## config.mk

```make
export PLATFORM = sky130hd
export DESIGN_NAME = fetch_stage
export DESIGN_NICKNAME = d
export VERILOG_FILES = /design/src/rtl/fetch_stage.sv
export SDC_FILE = /design/constraint.sdc
export NUM_CORES = 1
export LEC_CHECK = 0
export BUFFER_PORTS_ARGS = -buffer_cell sky130_fd_sc_hd__buf_2
export CAP_MARGIN = 15
export CORE_ASPECT_RATIO = 0.6
export CORE_MARGIN = 5
export CORE_UTILIZATION = 36
export CTS_CLUSTER_SIZE = 8
export DETAILED_ROUTE_END_ITERATION = 12
export PLACE_DENSITY = 0.57
export SLEW_MARGIN = 20
export SYNTH_ARGS = -nofsm -noshare
export SYNTH_HDL_FRONTEND = slang
export SYNTH_SLANG_ARGS = --single-unit
```

## constraint.sdc

```tcl
create_clock -name clk -period 3.8 [get_ports clk]
set_input_delay 0.38 -clock clk [delete_from_list [all_inputs] [get_ports clk]]
set_output_delay 0.38 -clock clk [all_outputs]
set_load 0.02 [all_outputs]
```

## src/rtl/fetch_stage.sv

```systemverilog
// fetch_stage: instruction fetch pipeline stage.
// Owns the PC, issues in-order word-address requests to instruction memory
// under a credit limit, buffers returned instructions and presents them as a
// registered core::InsnBundle to the read stage. Supports stall and redirect.
// MAX_OUTSTANDING must be >= 2.
// Optional feature: define FETCH_PERF_CNT_EN to add three 32-bit performance
// counters (perf_fetched, perf_redirects, perf_stall_cycles).

package core;
   localparam int ADDR_WIDTH = 16;
   localparam int INSN_WIDTH = 32;
   localparam logic [ADDR_WIDTH-1:0] INSN_ADDR_START = 16'h0010;

   typedef struct packed {
      logic                  valid;
      logic [ADDR_WIDTH-1:0] addr;
      logic [INSN_WIDTH-1:0] insn;
   } InsnBundle;
endpackage

module fetch_stage #(
   parameter int                    ADDR_WIDTH      = core::ADDR_WIDTH,
   parameter int                    INSN_WIDTH      = core::INSN_WIDTH,
   parameter logic [ADDR_WIDTH-1:0] INSN_ADDR_START = core::INSN_ADDR_START,
   parameter int                    MAX_OUTSTANDING = 4
) (
   input  logic                  clk,
   input  logic                  rst,
   output logic                  imem_req_valid,
   input  logic                  imem_req_ready,
   output logic [ADDR_WIDTH-1:0] imem_req_addr,
   input  logic                  imem_rsp_valid,
   input  logic [INSN_WIDTH-1:0] imem_rsp_data,
   input  logic                  stall,
   input  logic                  redirect_valid,
   input  logic [ADDR_WIDTH-1:0] redirect_addr,
`ifdef FETCH_PERF_CNT_EN
   output logic [31:0]           perf_fetched,
   output logic [31:0]           perf_redirects,
   output logic [31:0]           perf_stall_cycles,
`endif
   output core::InsnBundle       stage_out_insn
);

   localparam int CW = $clog2(MAX_OUTSTANDING + 1);
   localparam int PW = (MAX_OUTSTANDING > 1) ? $clog2(MAX_OUTSTANDING) : 1;
   localparam logic [CW:0] MAX_CREDIT = (CW + 1)'(MAX_OUTSTANDING);

   typedef enum logic {RUN, DRAIN} state_t;

   state_t                state, state_next;
   logic [ADDR_WIDTH-1:0] pc;
   logic [CW-1:0]         outstanding, occupancy, discard, out_after_rsp;
   logic [CW:0]           credit_used;
   logic [PW-1:0]         aq_wr, aq_rd, bf_wr, bf_rd;
   logic [ADDR_WIDTH-1:0] aq_mem  [MAX_OUTSTANDING];
   logic [ADDR_WIDTH-1:0] bf_addr [MAX_OUTSTANDING];
   logic [INSN_WIDTH-1:0] bf_insn [MAX_OUTSTANDING];
   logic                  rsp_ok, drain_rsp, handshake, push, pop;

   function automatic logic [PW-1:0] ptr_inc(input logic [PW-1:0] p);
      return (p == PW'(MAX_OUTSTANDING - 1)) ? '0 : p + PW'(1);
   endfunction

   // Request/credit logic and the push/pop decisions for the instruction buffer
   always_comb begin
      rsp_ok         = imem_rsp_valid && (outstanding != '0);
      out_after_rsp  = outstanding - CW'(rsp_ok);
      drain_rsp      = imem_rsp_valid && (discard != '0);
      credit_used    = {1'b0, outstanding} + {1'b0, occupancy};
      imem_req_valid = (state == RUN) && !redirect_valid && (credit_used < MAX_CREDIT);
      imem_req_addr  = pc;
      handshake      = imem_req_valid && imem_req_ready;
      push           = (state == RUN) && !redirect_valid && rsp_ok;
      pop            = !redirect_valid && !stall && (occupancy != '0);
   end

   // Next state: DRAIN swallows responses belonging to requests issued before a redirect
   always_comb begin
      state_next = state;
      case (state)
         RUN:     if (redirect_valid && (out_after_rsp != '0)) state_next = DRAIN;
         DRAIN:   if (!redirect_valid && ((discard - CW'(drain_rsp)) == '0)) state_next = RUN;
         default: state_next = RUN;
      endcase
   end

   // FSM state register
   always_ff @(posedge clk or negedge rst) begin
      if (!rst) state <= RUN;
      else      state <= state_next;
   end

   // PC, credit counters, queue pointers and the registered output bundle
   always_ff @(posedge clk or negedge rst) begin
      if (!rst) begin
         pc             <= INSN_ADDR_START;
         outstanding    <= '0;
         discard        <= '0;
         occupancy      <= '0;
         aq_wr          <= '0;
         aq_rd          <= '0;
         bf_wr          <= '0;
         bf_rd          <= '0;
         stage_out_insn <= '0;
      end else begin
         if (redirect_valid)  pc <= redirect_addr;
         else if (handshake)  pc <= pc + 1'b1;

         outstanding <= outstanding + CW'(handshake) - CW'(rsp_ok);

         if (redirect_valid)                     discard <= out_after_rsp;
         else if ((state == DRAIN) && drain_rsp) discard <= discard - 1'b1;

         if (redirect_valid) begin
            aq_wr     <= '0;
            aq_rd     <= '0;
            bf_wr     <= '0;
            bf_rd     <= '0;
            occupancy <= '0;
         end else begin
            if (handshake) aq_wr <= ptr_inc(aq_wr);
            if (push) begin
               aq_rd <= ptr_inc(aq_rd);
               bf_wr <= ptr_inc(bf_wr);
            end
            if (pop) bf_rd <= ptr_inc(bf_rd);
            occupancy <= occupancy + CW'(push) - CW'(pop);
         end

         if (redirect_valid) begin
            stage_out_insn.valid <= 1'b0;
         end else if (!stall) begin
            stage_out_insn.valid <= (occupancy != '0);
            if (occupancy != '0) begin
               stage_out_insn.addr <= bf_addr[bf_rd];
               stage_out_insn.insn <= bf_insn[bf_rd];
            end
         end
      end
   end

   // Queue storage: request addresses in flight and returned instructions
   always_ff @(posedge clk) begin
      if (handshake) aq_mem[aq_wr] <= pc;
      if (push) begin
         bf_addr[bf_wr] <= aq_mem[aq_rd];
         bf_insn[bf_wr] <= imem_rsp_data;
      end
   end

`ifndef SYNTHESIS
   rsp_without_request: assert property (@(posedge clk) disable iff (!rst)
      imem_rsp_valid |-> (outstanding != '0))
      else $error("fetch_stage: memory response with no request outstanding");
`endif

`ifdef FETCH_PERF_CNT_EN
   // Performance counters: delivered instructions, redirect cycles, stalled valid cycles
   always_ff @(posedge clk or negedge rst) begin
      if (!rst) begin
         perf_fetched      <= '0;
         perf_redirects    <= '0;
         perf_stall_cycles <= '0;
      end else begin
         if (pop)                                   perf_fetched      <= perf_fetched + 1'b1;
         if (redirect_valid)                        perf_redirects    <= perf_redirects + 1'b1;
         if (stall && stage_out_insn.valid)         perf_stall_cycles <= perf_stall_cycles + 1'b1;
      end
   end
`endif

endmodule
```

Word-level counts from Yosys, hierarchy flattened
Memory sizes are Yosys's and may differ from the RTL's.
Cells that the tools add are included.
W data, S select, Z words.

operators by class
  add/subtract/negate cells = 13
  $lt $le $gt $ge = 1
  equality and inequality tests = 5
  mux-type cells = 27
  bitwise logic cells = 3
  reduce and logical (&&, ||, !) cells = 23

operators by type and width
  kind                     count
  $mux W49                 1
  $mux W48                 1
  $mux W16                 2
  $mux W2                  12
  $add A16 B1 Y16 const B  1
  $reduce_bool A3 Y1       4
  $sub A3 B1 Y3            4
  $logic_and A1 B1 Y1      11
  $mux W3                  3
  $add A2 B1 Y2 const B    4
  $eq A2 B2 Y1 const B     4
  $reduce_bool A2 Y1       4
  $mux W1                  7
  $add A3 B1 Y3            2
  $add A3 B3 Y4            1
  $lt A4 B3 Y1 const B     1
  $logic_not A3 Y1         1
  $not A1 Y1               3
  $reduce_and A3 Y1        1
  $sub A3 B1 Y3 const B    1
  $logic_not A1 Y1         2
  $ne A2 B1 Y1 const B     1
  $pmux W1 S2              1

word-level totals
  register bits = 83
  memory bits (writable) = 256
  output and inout bits = 66
  memories kept = 3

memory list
  memory   depth  bits a word  rd ports  clocked after Yosys merged registers in  write ports  RTL line  text
  bf_insn  4      32           1         0                                        1            58        logic [INSN_WIDTH-1:0] bf_insn [MAX_OUTSTANDING];
  aq_mem   4      16           1         0                                        1            56        logic [ADDR_WIDTH-1:0] aq_mem [MAX_OUTSTANDING];
  bf_addr  4      16           1         0                                        1            57        logic [ADDR_WIDTH-1:0] bf_addr [MAX_OUTSTANDING];

Longest topological paths before layout
Gate-level depths: netlist of run 1.

  depth in word-level cells = 7
  depth in mapped cells = 13
  mapped depth without buffers = 11

Least setup slack after synthesis of run 1
Ideal clock, no wire load.

  path type = register to register
  from = register outstanding[2]
  to = register outstanding[2]
  setup time = 0.124 ns
  arrival time = 2.544 ns
  path slack = 1.131 ns
  cell stages (with the launch flop) = 14
  buffers on the path = 2
  period minus slack after synthesis = 2.669 ns
  path through = dfrtp_1 -> ha_1 -> nor3_2 -> and4_1 -> buf_4 -> inv_2 -> buf_2 -> ha_1 -> inv_1 -> ha_1 -> inv_1 -> fa_1 -> xnor2_1 -> xnor2_1

on the way
  word-level cells in the longest chain between the ends = 6
  elaborated cells on any way between the ends = 8
  those cells by class = add/sub: 3; order compare: 1; reduce/logical: 4

RTL lines
  element                 RTL line  text
  from (decl)             53        logic [CW-1:0] outstanding, occupancy, discard, out_after_rsp;
  from (signal assigned)  110       outstanding <= outstanding + CW'(handshake) - CW'(rsp_ok);
  $add A3 B3 Y4           70        credit_used = {1'b0, outstanding} + {1'b0, occupancy};
  $lt A4 B3 Y1            71        imem_req_valid = (state == RUN) && !redirect_valid && (credit_used < MAX_CREDIT);
  $logic_and A1 B1 Y1     71
  $logic_and A1 B1 Y1     73        handshake = imem_req_valid && imem_req_ready;
  $add A3 B1 Y3           110
  $sub A3 B1 Y3 *         110

Mark *: on every way between the ends. The rest lies on a longest branch, timed or not.
A chain may end at the register's enable or synchronous reset.

Final worst setup path of run 1
Same ends and word-level chain as after synthesis.

==> results of run 1 <==
sequential cells by signal (all words and copies together), names as in the netlist:
register        flops
bf_wr               2
outstanding         3
state               1
occupancy           3
aq_mem             64
stage_out_insn     49
discard             3
imem_req_addr      16
bf_addr            64
bf_insn           128
aq_rd               2
bf_rd               2
aq_wr               2
stage by stage:
stage | cell area, sq um | instances | hold WS [ns]
floorplan | 13170 | 661 | 0.08441
global placement | 14380 | 1243 | 0.4509
detailed placement | 14380 | 1243 | 0.4540
CTS | 15780 | 1329 | 0.03367
global route | 15780 | 1329 | 0.04101
finish | 15780 | 1329 | 0.06319
final cells by class:
class	instances	area share
inverters	18	0.004282
clock buffers	84	0.08603
clock inverters	1	0.001903
repair buffers	138	0.04789
flip-flops and latches	339	0.6193
well taps	476	0.03774
multi-input cells	273	0.2029
cells in the mapped netlist, types with 5 or more instances:
cell,count,share of area
and4_1,5,0.0033
edfxtp_1,256,0.58
nand2_1,15,0.0043
nor3_1,10,0.0038
nand3_1,9,0.0034
and2_1,7,0.0033
buf_2,14,0.0053
mux4_2,64,0.11
mux2_2,49,0.042
dfrtp_1,82,0.16
xnor2_1,8,0.0053
ha_1,21,0.020
a221o_1,12,0.0091
a21o_1,7,0.0040
o21ai_0,8,0.0030
inv_1,17,0.0048
nor2_1,12,0.0034
a21oi_1,5,0.0019
and3_1,8,0.0038
clkbuf_1,12,0.0034
logic make-up after synthesis:
logic type	synth area share
buf+inv	0.01643
flops	0.7413
mux	0.1528
simple gates	0.03486
xor+xnor	0.005984
fa+ha+maj	0.02298
compound gates	0.02564
worst paths after layout:
check,from,to,slack [ns],cells after the start
setup / recovery,outstanding[2],outstanding[2],1.08,12
hold / removal,imem_rsp_data[2],bf_insn[3][2],0.06,1
setup reg to reg,outstanding[2],outstanding[2],1.08,12
hold reg to reg,stage_out_insn[23],stage_out_insn[23],0.50,1
max in group asynchronous,rst,stage_out_insn[44],2.56,3
min in group asynchronous,rst,stage_out_insn[34],0.42,2
power breakdown:
group / internal (mW) / switching [mW] / total [mW]
clock: 2.45 / 1.46 / 3.91
combinational: 0.993 / 1.06 / 2.05
sequential: 4.44 / 0.390 / 4.83
metal layers:
layer	track usage	vias to the layer above
met3	0.03220	40
li1	-	2980
met2	0.2177	150
met4	0.03371	0
met1	0.1999	3462
met5	0	-
worst max-delay path, cell delays in order (launching register included):
cell and delay (ns):
dfrtp_1 0.43, ha_1 0.33, nor3_2 0.22, and4_1 0.21, buf_4 0.21, inv_2 0.06, ha_1 0.26, inv_1 0.06
ha_1 0.13, inv_1 0.05, fa_1 0.37, xnor2_1 0.15, xnor2_1 0.13
cells in the final DEF, fill, tap and decap left out, types with 3 or more instances in the layout:
master     Yosys  layout
o31ai_1        3       3
a221o_1       12      12
buf_2         14     118
mux2_2        49      49
and3_2         0       4
ha_1          21      21
o21ai_0        8       8
a21o_1         7       7
clkbuf_1      12      35
nand3_1        9       9
and2_1         7       7
clkbuf_16      0      49
and3_1         8       4
a21oi_1        5       5
nand2_1       15      15
inv_1         17      17
dfrtp_1       82      79
xnor2_1        8       8
edfxtp_1     256     256
nand4_1        3       3
and4_1         5       5
nor3_1        10       9
nor2_1        12      12
mux4_2        64      64
buf_4          2      18
nor4_1         3       3
==> metrics.md, run 1 <==
| Metric | Value |
|---|---|
| Post-synthesis sequential area ratio | `0.7413` |
| Rel. slew slack | `0.3049` |
| Post-DRT Antenna Nets | `0` |
| Clk sinks | `339` |
| Startpoint type of the worst setup path | `flop` |
| Clk_lat worst skew | `0.53 ns` |
| Grt ovf | `0` |
| Setup Crit Path Kind | `flop to flop` |
| Layout filler cell count | `3192` |
| Register area | `9772 sq um` |
| Initial DRC count | `378` |
| Max-slew violation count | `0` |
| Initial antenna violation count | `0` |
| Worst-Margin Slew | `1.029 ns` |
| Mapped Nets | `738` |
| IO Pins | `120` |
| Die Width | `257.0 microns` |
| Hold Crit Class | `input port to flop` |
| Met2 WL | `12840 microns` |
| Leakage | `5.660 nW` |
| Post-DP HPWL | `17020 microns` |
| Layout Utilization | `0.4357` |
| Tcrit/Tclk final | `0.7171` |
| RSZ-0062 raised after global routing | `false` |
| Worst path required time | `4.21 ns` |
| # hold bufs at CTS | `1` |
| Setup ws final | `1.075 ns` |
| TritonCTS clock tree | `yes` |
| Share of post-route cells with drive strength above 1 | `0.3658` |
| Starting Density | `0.3638` |
| Worst Clk Skew | `0.01760 ns` |
| Power after layout | `10.80 mW` |
| Post-cts sizing count | `0` |
| First-pass GRT wire length | `43570 microns` |
| Number of synthesized flops with an enable pin | `256` |
| Area Overhead vs Synth | `19.78%` |
| Syn avg cell area | `19.93 sq um` |
| Worst slack, placed | `1.073 ns` |
| Max FO, Critical Path | `16` |
| #FFs+latches synth | `339` |
| WL met3 | `1253 microns` |
| Pin count of the biggest net entering global routing | `49` |
| CTS Buffer Depth | `3` |
| Post-CTS setup repair buffer count | `0` |
| RePlAce Congestion | `0.7711` |
| Remaining DRCs | `0` |
| DRT Wirelength | `27750 microns` |
| Setup crit end kind | `flop` |
| WL/cell | `20.88 microns` |
| Top sig layer | `met4` |
| Max Cap Violations | `0` |
| Ys Warns | `0` |
| Vias in the first global route | `7125` |
| Die ar. | `40640 sq um` |
| Area occupied by multi-input gates | `3202 sq um` |
| Unique masters post-synth | `47` |
| Cell Area, Synth | `13170 sq um` |
| VDD IR-drop max | `319.0 uV` |
| Die Y | `158.2 microns` |
| Met1 Routed Length | `13200 microns` |
| Setup total negative slack | `0 ns` |
| Pwr dens | `684.3 nW/um^2` |
| Final setup viols | `0` |
| Final hold violation count | `0` |
| Via count | `6632` |
| DR pass1 iterations | `5` |
| Max Freq | `367.0 MHz` |
| FP Rows | `54` |
| H-tree depth | `2` |
| Minimum clock period | `2.725 ns` |
| Post-synth top flop | `edfxtp_1` |
| GRT Total Usage | `0.1389` |
| N_diodes | `0` |
| Root Buffer | `clkbuf_16` |
| Clk slew on worst S/H paths | `0.05 ns` |
| Cts bufs inserted | `48` |
| Cells after Synth | `661` |
| Vias per cell | `4.990` |
| Outcome | `complete, no violations` |
| Arrival time of the worst setup path | `3.13 ns` |
| Core area | `36210 sq um` |
| Asr flop ratio synth | `0.2448` |
| Nets@finish | `895` |
| Buffers on Ports | `119` |
Note: power is estimated with default switching activity, not from simulation.
==> run 2: changes to the inputs <==
--- a/config.mk
+++ b/config.mk
@@ -12,7 +12,7 @@
 export CORE_UTILIZATION = 36
 export CTS_CLUSTER_SIZE = 8
 export DETAILED_ROUTE_END_ITERATION = 12
-export PLACE_DENSITY = 0.57
+export PLACE_DENSITY = 0.59
 export SLEW_MARGIN = 20
 export SYNTH_ARGS = -nofsm -noshare
 export SYNTH_HDL_FRONTEND = slang
==> constraint.sdc (replaced) <==
create_clock -name clk -period 2.5 [get_ports clk]
set_input_delay 0.25 -clock clk [delete_from_list [all_inputs] [get_ports clk]]
set_output_delay 0.25 -clock clk [all_outputs]
set_load 0.02 [all_outputs]
==> run 2 against run 1 <==
Net effect: sequential share of layout area decreased by 2.4 points; critical path depth shrank 1; via count is 3.5% higher; highest routed layer unchanged; largest cell class unchanged.
==> metrics.md, run 2 (same netlist as run 1, synthesis figures left out) <==
| Metric | Value |
|---|---|
| Outcome | `complete, no violations` |
| CTS Buffer Depth | `3 (unchanged)` |
| Remaining DRCs | `0 (unchanged)` |
| Buffers on Ports | `119 (unchanged)` |
| Area Overhead vs Synth | `24.69%` |
| Pwr dens | `1009 nW/um^2 (+47%)` |
| TritonCTS clock tree | `yes` |
| Grt ovf | `0 (unchanged)` |
| Starting Density | `0.3638 (unchanged)` |
| Max-slew violation count | `0 (unchanged)` |
| Minimum clock period | `2.364 ns (-0.3611 ns)` |
| Die Y | `158.2 microns (unchanged)` |
| Clk sinks | `339 (unchanged)` |
| GRT Total Usage | `0.1416 (+0.002686)` |
| Worst Clk Skew | `0.02332 ns (+0.005722 ns)` |
| Initial DRC count | `507 (+34%)` |
| WL/cell | `20.31 microns (-2.7%)` |
| Setup crit end kind | `flop` |
| Tcrit/Tclk final | `0.9455 (+0.2285)` |
| Max FO, Critical Path | `4 (-12)` |
| RSZ-0062 raised after global routing | `false` |
| Max Freq | `423.0 MHz (+15%)` |
| Most frequent cells in the layout | `edfxtp_1 (256), buf_2 (118), dfrtp_1 (79), mux4_2 (64)` |
| IO Pins | `120 (unchanged)` |
| Nets@finish | `951 (+6.3%)` |
| N_diodes | `0 (unchanged)` |
| FP Rows | `54 (unchanged)` |
| Cts bufs inserted | `48 (unchanged)` |
| Worst-Margin Slew | `0.8437 ns (-0.1854 ns)` |
| Setup total negative slack | `0 ns (unchanged)` |
| Worst slack, placed | `0.1357 ns (-0.9377 ns)` |
| Post-DRT Antenna Nets | `0 (unchanged)` |
| Registers with the most flip-flops | `bf_insn (128), aq_mem (64), bf_addr (64)` |
| Final setup viols | `0 (unchanged)` |
| Max Cap Violations | `0 (unchanged)` |
| Final hold violation count | `0 (unchanged)` |
| Core area | `36210 sq um (unchanged)` |
| Pin count of the biggest net entering global routing | `49 (unchanged)` |
| Critical-path cell list | `ha_1 -> nor3_2 -> and4_1 -> inv_4 -> ha_4 -> inv_2 -> ha_4 -> inv_2 -> fa_2 -> xnor2_2 -> xnor2_1` |
| Die ar. | `40640 sq um (unchanged)` |
| Worst path required time | `2.93 ns (-1.28 ns)` |
| DR pass1 iterations | `6 (+1)` |
| RePlAce Congestion | `0.7797 (+1.1%)` |
| Setup ws final | `0.1362 ns (-0.9389 ns)` |
| H-tree depth | `2 (unchanged)` |
| Via count | `6861 (+3.5%)` |
| Share of post-route cells with drive strength above 1 | `0.3596 (-0.006119)` |
| Root Buffer | `clkbuf_16` |
| DRT Wirelength | `28190 microns (+1.6%)` |
| Post-DP HPWL | `16850 microns (-1.0%)` |
| Vias per cell | `4.943 (-0.94%)` |
| Hold Crit Class | `input port to flop` |
| Most common cell after layout, fill and taps aside | `edfxtp_1` |
| Die Width | `257.0 microns (unchanged)` |
| Rel. slew slack | `0.4376 (+0.1326)` |
| Vias in the first global route | `7307 (+2.6%)` |
| Post-CTS setup repair buffer count | `0 (unchanged)` |
| Clk_lat worst skew | `0.54 ns (about the same)` |
| Leakage | `5.915 nW (+4.5%)` |
| Initial antenna violation count | `0 (unchanged)` |
| Worst path max stage delay | `0.43 ns (about the same)` |
| Worst path slowest cell | `dfrtp_1` |
| Startpoint type of the worst setup path | `flop` |
| Max reg flops | `128 (unchanged)` |
| Setup Crit Path Kind | `flop to flop` |
| Clk slew on worst S/H paths | `0.05 ns (about the same)` |
| First-pass GRT wire length | `44160 microns (+1.3%)` |
| VDD IR-drop max | `446.5 uV (+40%)` |
| # hold bufs at CTS | `49 (+48)` |
| Arrival time of the worst setup path | `2.79 ns (-0.34 ns)` |
| Post-cts sizing count | `0 (unchanged)` |
| Reg with most FFs | `bf_insn` |
-- run 2: changes by cell type in the layout (fill, tap and decap cells not counted), moves of 2 or more --
cell           before  now
buf_12              1    6
buf_4              18   21
clkbuf_1           35   38
dlygate4sd3_1       1   49
ha_1               21   18
ha_4                0    3
inv_1              17   15
-- run 2: report_power, final --
part | total, mW | leakage [nW] | switching, mW | internal [mW]
sequential | 7.28 | 3.32 | 0.519 | 6.76
clock | 5.89 | 0.649 | 2.24 | 3.64
combinational | 3.41 | 1.95 | 1.74 | 1.67
-- run 2: critical path, delay by kind of cell, from the launching register on --
kind | cells | cell delay, ns
xor+xnor | 2 | 0.27
buf+inv | 3 | 0.15
simple gates | 2 | 0.40
fa+ha+maj | 4 | 0.99
flops | 1 | 0.43
-- run 2: layout make-up --
| cell class | instances | area [sq um] |
|---|---|---|
| flip-flops and latches | 339 | 9772 |
| clock buffers | 87 | 1369 |
| repair buffers | 194 | 1359 |
| fillers | 3169 | 19790 |
| inverters | 18 | 70.07 |
| clock inverters | 1 | 7.507 |
| well taps | 476 | 595.6 |
| multi-input cells | 273 | 3254 |
-- run 2: per-stage QoR --
step	cell area [sq um]	hold slack (ns)	utilization	power (mW)	cells
finish	16430	0.04975	0.4536	16.58	1388
global route	16430	0.04065	0.4536	17.49	1388
CTS	16430	0.01100	0.4536	16.87	1388
detailed placement	14560	0.2140	0.4021	10.82	1251
global placement	14560	0.2116	0.4021	10.75	1251
floorplan	13240	-0.04559	-	9.574	661
-- run 2: path summary, 6_finish.rpt --
path | slack [ns] | cells past startpoint | from | to
setup / recovery | 0.14 | 11 | outstanding[2] | outstanding[2]
hold / removal | 0.05 | 3 | stall | stage_out_insn[48]
setup reg to reg | 0.14 | 11 | outstanding[2] | outstanding[2]
hold reg to reg | 0.50 | 1 | stage_out_insn[25] | stage_out_insn[25]
max in group asynchronous | 1.57 | 3 | rst | bf_rd[0]
min in group asynchronous | 0.19 | 2 | rst | imem_req_addr[9]
-- run 2: metal layers --
layer	routed length, microns	global-route usage	vias to the layer above
li1	-	-	3098
met1	13230	0.2009	3552
met2	12820	0.2196	168
met3	1580	0.03858	43
met4	558	0.03677	0
met5	0	0	-
